--- src/rtl/seg7_scan_driver_if.sv ---
// rtl/seg7_scan_driver_if.sv - control, value and display signals of the seven-segment scan driver
interface seg7_scan_driver_if;
  logic        enable;
  logic        load;
  logic [23:0] value;
  logic [5:0]  dp;
  logic        blank_lz;
  logic [7:0]  digit;
  logic [5:0]  select;
  logic        frame;

  modport master (
    output enable, load, value, dp, blank_lz,
    input  digit, select, frame
  );

  modport slave (
    input  enable, load, value, dp, blank_lz,
    output digit, select, frame
  );
endinterface

--- src/rtl/seg7_scan_driver.sv ---
// rtl/seg7_scan_driver.sv - six-digit multiplexed seven-segment driver, double-buffered value
module seg7_scan_driver #(
  parameter int SCAN_DIV     = 50000,
  parameter int BLANK_CYCLES = 500,
  parameter bit ACTIVE_LOW   = 1'b1
) (
  input logic              clk,
  input logic              rst,
  seg7_scan_driver_if.slave bus
);

  localparam int              TW         = (SCAN_DIV > 1) ? $clog2(SCAN_DIV) : 1;
  localparam logic [TW-1:0]   TICK_LAST  = TW'(SCAN_DIV - 1);
  localparam logic [TW-1:0]   TICK_BLANK = TW'(BLANK_CYCLES);
  localparam logic [7:0]      DIGIT_OFF  = ACTIVE_LOW ? 8'hFF : 8'h00;
  localparam logic [5:0]      SEL_OFF    = ACTIVE_LOW ? 6'h3F : 6'h00;

  logic [TW-1:0] tick_q, tick_d;
  logic [2:0]    idx_q, idx_d;
  logic [30:0]   pending_q, pending_d;
  logic [30:0]   shadow_q, shadow_d;
  logic [7:0]    digit_q, digit_d;
  logic [5:0]    select_q, select_d;
  logic          frame_q, frame_d;

  logic [30:0]   load_word;
  logic          wrap;
  logic          boundary;
  logic [3:0]    nib [6];
  logic [5:0]    blank_run;
  logic [5:0]    dp_s;
  logic [6:0]    seg;
  logic [7:0]    digit_raw;
  logic [5:0]    select_raw;

  function automatic logic [6:0] seg_decode(input logic [3:0] n);
    case (n)
      4'h0: return 7'h3F;
      4'h1: return 7'h06;
      4'h2: return 7'h5B;
      4'h3: return 7'h4F;
      4'h4: return 7'h66;
      4'h5: return 7'h6D;
      4'h6: return 7'h7D;
      4'h7: return 7'h07;
      4'h8: return 7'h7F;
      4'h9: return 7'h6F;
      4'hA: return 7'h77;
      4'hB: return 7'h7C;
      4'hC: return 7'h39;
      4'hD: return 7'h5E;
      4'hE: return 7'h79;
      default: return 7'h71;
    endcase
  endfunction

  always_comb begin
    load_word = {bus.value, bus.dp, bus.blank_lz};
    wrap      = (tick_q == TICK_LAST);
    boundary  = bus.enable && wrap && (idx_q == 3'd5);

    for (int i = 0; i < 6; i++) begin
      nib[i] = shadow_q[7 + 4*i +: 4];
    end
    dp_s = shadow_q[6:1];

    // A slot is blanked only while it and every higher nibble are zero; slot 0 always shows.
    blank_run    = '0;
    blank_run[5] = shadow_q[0] && (nib[5] == 4'h0);
    for (int i = 4; i >= 1; i--) begin
      blank_run[i] = blank_run[i+1] && (nib[i] == 4'h0);
    end

    seg        = blank_run[idx_q] ? 7'h00 : seg_decode(nib[idx_q]);
    digit_raw  = {dp_s[idx_q], seg};
    select_raw = (tick_q < TICK_BLANK) ? 6'h00 : (6'b1 << idx_q);

    pending_d = bus.load ? load_word : pending_q;
    shadow_d  = shadow_q;
    if (boundary) begin
      shadow_d = bus.load ? load_word : pending_q;
    end

    tick_d   = '0;
    idx_d    = '0;
    digit_d  = DIGIT_OFF;
    select_d = SEL_OFF;
    frame_d  = 1'b0;
    if (bus.enable) begin
      tick_d   = wrap ? '0 : tick_q + 1'b1;
      idx_d    = idx_q;
      if (wrap) begin
        idx_d = (idx_q == 3'd5) ? 3'd0 : idx_q + 3'd1;
      end
      digit_d  = digit_raw ^ {8{ACTIVE_LOW}};
      select_d = select_raw ^ {6{ACTIVE_LOW}};
      frame_d  = boundary;
    end
  end

  always_ff @(posedge clk) begin
    if (rst) begin
      tick_q    <= '0;
      idx_q     <= '0;
      pending_q <= '0;
      shadow_q  <= '0;
      digit_q   <= DIGIT_OFF;
      select_q  <= SEL_OFF;
      frame_q   <= 1'b0;
    end else begin
      tick_q    <= tick_d;
      idx_q     <= idx_d;
      pending_q <= pending_d;
      shadow_q  <= shadow_d;
      digit_q   <= digit_d;
      select_q  <= select_d;
      frame_q   <= frame_d;
    end
  end

  assign bus.digit  = digit_q;
  assign bus.select = select_q;
  assign bus.frame  = frame_q;

endmodule

--- src/flat_wrapper.sv ---
// flat-port wrapper written by rule: the top's interface ports become plain ports
module seg7_scan_driver_flat 
#(
  parameter int SCAN_DIV     = 50000,
  parameter int BLANK_CYCLES = 500,
  parameter bit ACTIVE_LOW   = 1'b1
)
  (clk, rst, bus_enable, bus_load, bus_value, bus_dp, bus_blank_lz, bus_digit, bus_select, bus_frame);
  seg7_scan_driver_if bus_i ();
  input logic clk;
  input logic rst;
  input wire logic [$bits(bus_i.enable)-1:0] bus_enable;
  input wire logic [$bits(bus_i.load)-1:0] bus_load;
  input wire logic [$bits(bus_i.value)-1:0] bus_value;
  input wire logic [$bits(bus_i.dp)-1:0] bus_dp;
  input wire logic [$bits(bus_i.blank_lz)-1:0] bus_blank_lz;
  output wire logic [$bits(bus_i.digit)-1:0] bus_digit;
  output wire logic [$bits(bus_i.select)-1:0] bus_select;
  output wire logic [$bits(bus_i.frame)-1:0] bus_frame;
  assign bus_i.enable = bus_enable;
  assign bus_i.load = bus_load;
  assign bus_i.value = bus_value;
  assign bus_i.dp = bus_dp;
  assign bus_i.blank_lz = bus_blank_lz;
  assign bus_digit = bus_i.digit;
  assign bus_select = bus_i.select;
  assign bus_frame = bus_i.frame;
  seg7_scan_driver #(.SCAN_DIV(SCAN_DIV), .BLANK_CYCLES(BLANK_CYCLES), .ACTIVE_LOW(ACTIVE_LOW)) u_core (.clk(clk), .rst(rst), .bus(bus_i));
endmodule
--- config.mk ---
export PLATFORM = sky130hd
export DESIGN_NAME = seg7_scan_driver_flat
export DESIGN_NICKNAME = d
export VERILOG_FILES = /design/src/rtl/seg7_scan_driver_if.sv /design/src/rtl/seg7_scan_driver.sv /design/src/flat_wrapper.sv
export SDC_FILE = /design/constraint.sdc
export NUM_CORES = 1
export LEC_CHECK = 0
export BUFFER_PORTS_ARGS = -buffer_cell sky130_fd_sc_hd__clkbuf_2
export CORE_MARGIN = 8
export CORE_UTILIZATION = 60
export CTS_CLUSTER_DIAMETER = 30
export DETAILED_ROUTE_END_ITERATION = 12
export PLACE_DENSITY = 0.83
export SYNTH_ARGS = -nofsm -noshare
export SYNTH_HDL_FRONTEND = slang
export SYNTH_SLANG_ARGS = --single-unit
--- constraint.sdc ---
create_clock -name clk -period 4.95 [get_ports clk]
set_input_delay 0.495 -clock clk [delete_from_list [all_inputs] [get_ports clk]]
set_output_delay 0.495 -clock clk [all_outputs]
set_load 0.005 [all_outputs]
==> impl_metrics.yaml <==
worst_setup_path:
  cp_slowest_stage_delay_ns: 0.82
  critPathLaunch: "u_core.tick_q[12]$_SDFF_PP0_"
  crit_path_end_kind: "flip-flop"
  reg2reg_slack_ns: 1.97
  cp.arrival_ns: 3.26
  crit_path_top_delay_cell: "and4_2"
  cp_max_fo: 35
  rr_worst_depth: 6
  path_cells: "or4_4 -> nor4_4 -> and4_2 -> buf_4 -> nor2_1 -> a211oi_2"
  path_class: "flip-flop to flip-flop"
  r2r-start: "u_core.tick_q[12]$_SDFF_PP0_"
  worstPathRequired_ns: 5.23
  cp-start-kind: "flip-flop"
  rr_endpoint: "u_core.shadow_q[22]$_SDFFE_PP0P_"
  worstSetupEndpoint: "u_core.shadow_q[22]$_SDFFE_PP0P_"
floorplanning:
  start_util_pct: 61.2
  design.die.area_um2: 9760
  core_area_um2: 6720
  fp.dieW_um: 98.8
  die_height_um: 98.8
  ioPinCount: 50
  num_rows: 30
grt:
  grt_max_degree: 65
  overflow: 0
  antenna_found_initial: 0
  grt_pass1_vias: 3047
  grt_pass1_wl_um: 13900
  grt.total_usage_pct: 17.1
timing:
  maxSlewViolCount: 0
  fmax_ghz: 0.335
  min_period_ns: 2.98
  setup_slack_ns: 1.97
  tightest_slew_ns: 1.02
  finalSetupTns_ns: 0
  relSlewSlack_pct: 32.1
  grt_setup_unrepaired: "false"
  fin_crit_sh_pct: 60.3
  finalHoldViolations: 0
  fin_skew_ns: 0.00898
  setup_viol: 0
placed_design:
  dp_slack_ns: 1.97
  place.gp.congestion: 0.842
  hpwlAfterDp_um: 5610
  placed_cell_area_um2: 4320
  dp.cells: 514
  io_buffers: 49
cells_and_area:
  drive_gt1_share_pct: 24.1
  layout.nets: 488
  seq_area_um2: 1920
  postLayoutCoreUtil_pct: 67.5
  finalNonFillerCells: 529
  nFillCells: 536
  multiInputGateArea_um2: 2020
  syn_to_final_growth_pct: 10.3
  diodes: 0
  stdcell_area_um2: 4530
cts:
  tritoncts: "done"
  clockBufferDepth: 2
  cts_buffers: 9
  cts_hold_buf: 0
  postCtsSetupRepairBufs: 0
  root_buffer: "clkbuf_8"
  clk_latency_ns: 0.36
  clk_pin_slew_worst_paths_ns: 0.09
  htreeDepth: 3
  cts.repair.resized: 0
  cts.sinks: 96
power_and_ir_drop:
  pwr-share-clk_pct: 38.3
  peakVddDrop_mv: 0.157
  sw_frac_of_total_pct: 21.9
  p_int_w: 0.00110
  power_density_nw_per_um2: 310
  power_frac_seq_pct: 56.5
  p_comb_share_pct: 5.2
  leakagePower_nw: 1.70
  switchingPower_w: 0.000308
hold_path:
  hp-start: "bus_dp[0]"
  hold_path_class: "input port to flip-flop"
route:
  drt_iter0_markers: 178
  final_antenna_net_count: 0
  wirelength_um: 7840
  via_count: 3024
  drc: 0
  vias_per_cell: 5.72
  avgRoutedWirePerCell_um: 14.8
  drtPass1Iterations: 4
synth:
  synth_edf_count: 0
  synthFlopType: "dfxtp_1"
  synth_area_um2: 4110
  netlist_instances: 412
  synth_seq_cells: 96
  ys_warn_count: 0
  synth-async-reset-ratio_pct: 0
  avgSynthCellArea_um2: 9.98
  syn_nets: 455
  synth_cell_types: 44
  yosysSeqAreaShare_pct: 46.7
job:
  drv_cap: 0
status:
  status: "completed"
==> power groups by stage <==
stage	Combinational, W	Clock [W]	Sequential (W)
final	0.0000730	0.000540	0.000795
after global routing	0.0000818	0.000586	0.000797
after CTS	0.0000748	0.000550	0.000795
after detailed placement	0.0000746	0	0.000813
after global placement	0.0000723	0	0.000812
after floorplan	0.0000487	0	0.000812
==> through the flow <==
step           hold slack (ns)  total power [W]
2_1_floorplan            0.426         0.000861
3_3_place_gp             0.441         0.000884
3_5_place_dp             0.450         0.000888
4_1_cts                  0.401          0.00142
5_1_grt                  0.423          0.00146
6_report                 0.410          0.00141
==> synth_stat cells, types with 2 or more instances <==
| library cell | n | area share [%] |
|---|---|---|
| a211oi_1 | 3 | 0.55 |
| clkbuf_1 | 17 | 1.6 |
| or3_1 | 2 | 0.30 |
| o211ai_1 | 8 | 1.5 |
| mux2_2 | 4 | 1.1 |
| a22oi_1 | 3 | 0.55 |
| nand2b_1 | 5 | 0.76 |
| nand4_1 | 5 | 0.76 |
| buf_6 | 3 | 0.82 |
| or2_2 | 2 | 0.30 |
| buf_2 | 2 | 0.24 |
| inv_1 | 5 | 0.46 |
| o22ai_1 | 2 | 0.30 |
| and4_1 | 3 | 0.64 |
| buf_1 | 3 | 0.27 |
| nor3_1 | 2 | 0.24 |
| mux2i_1 | 39 | 9.5 |
| buf_4 | 4 | 0.73 |
| nor2b_1 | 3 | 0.46 |
| and2_1 | 2 | 0.30 |
| mux4_2 | 3 | 1.6 |
| a21oi_1 | 8 | 0.97 |
| nor4_1 | 6 | 0.91 |
| nor2_1 | 85 | 7.8 |
| xor2_1 | 8 | 1.7 |
| o21ai_0 | 4 | 0.49 |
| nand3_1 | 9 | 1.1 |
| dfxtp_1 | 96 | 47 |
| ha_1 | 8 | 2.4 |
| nand2_1 | 21 | 1.9 |
| a211oi_2 | 29 | 8.8 |
| xnor2_1 | 6 | 1.3 |
==> worst max-delay path, delay by kind of cell, from the launching register on <==
kind / cells / cell delay [ns]
AND/OR/NAND/NOR: 4 / 1.89
buffers and inverters: 1 / 0.45
flip-flops: 1 / 0.34
AO/OA/AOI/OAI: 1 / 0.20
==> cell families (layout without fill, tap and decap cells) <==
kind of cell / after synthesis / count (layout) / share of synthesized area [%]
buf+inv: 34 / 71 / 4.08
compound gates: 63 / 63 / 14.4
fa+ha+maj: 8 / 8 / 2.43
flops: 96 / 96 / 46.7
simple gates: 151 / 151 / 17.1
mux: 46 / 46 / 12.2
xor+xnor: 14 / 14 / 2.98
==> layout by cell type (no fill, tap or decap), drive strengths merged, types with 3 or more instances in the layout <==
| cell type | n |
|---|---|
| xor2 | 8 |
| ha | 8 |
| nand4 | 5 |
| nor2b | 3 |
| a211oi | 32 |
| and4 | 3 |
| clkbuf | 58 |
| xnor2 | 6 |
| nand3 | 9 |
| nand2b | 5 |
| nand2 | 21 |
| nor2 | 85 |
| dfxtp | 96 |
| inv | 5 |
| nor4 | 7 |
| o211ai | 8 |
| o21ai | 4 |
| a22oi | 3 |
| a21oi | 8 |
| mux4 | 3 |
| mux2i | 39 |
| mux2 | 4 |
==> metal layers <==
| metal | global-route usage, % | vias up | routed length [µm] |
|---|---|---|---|
| met2 | 29.2 | 84 | 3980 |
| li1 | - | 1499 | - |
| met3 | 5.50 | 13 | 464 |
| met4 | 6.61 | 0 | 108 |
| met5 | 0 | - | 0 |
| met1 | 19.4 | 1428 | 3280 |
==> sequential cells by signal (all words and copies together), names as in the netlist <==
name and count:
u_core.bus.digit 8, u_core.bus.frame 1, u_core.bus.select 6, u_core.idx_q 3, u_core.pending_q 31, u_core.shadow_q 31, u_core.tick_q 16
==> worst min path at each step <==
stage                                            endpoint  slack, ns  cells past startpoint
after floorplan               u_core.tick_q[0]$_SDFF_PP0_       0.43                      1
after global placement        u_core.tick_q[0]$_SDFF_PP0_       0.44                      1
after detailed placement      u_core.tick_q[0]$_SDFF_PP0_       0.45                      1
after CTS                  u_core.pending_q[1]$_SDFF_PP0_       0.40                      3
after global routing      u_core.pending_q[26]$_SDFF_PP0_       0.42                      3
final                      u_core.pending_q[1]$_SDFF_PP0_       0.41                      3
==> cell type report <==
type	count	share of cell area (%)
flip-flops and latches	96	42.4
clock inverters	6	1.88
repair buffers	51	5.74
well taps	80	2.21
clock buffers	9	2.73
inverters	5	0.414
multi-input cells	282	44.6
Note: power is estimated with default switching activity, not from simulation.
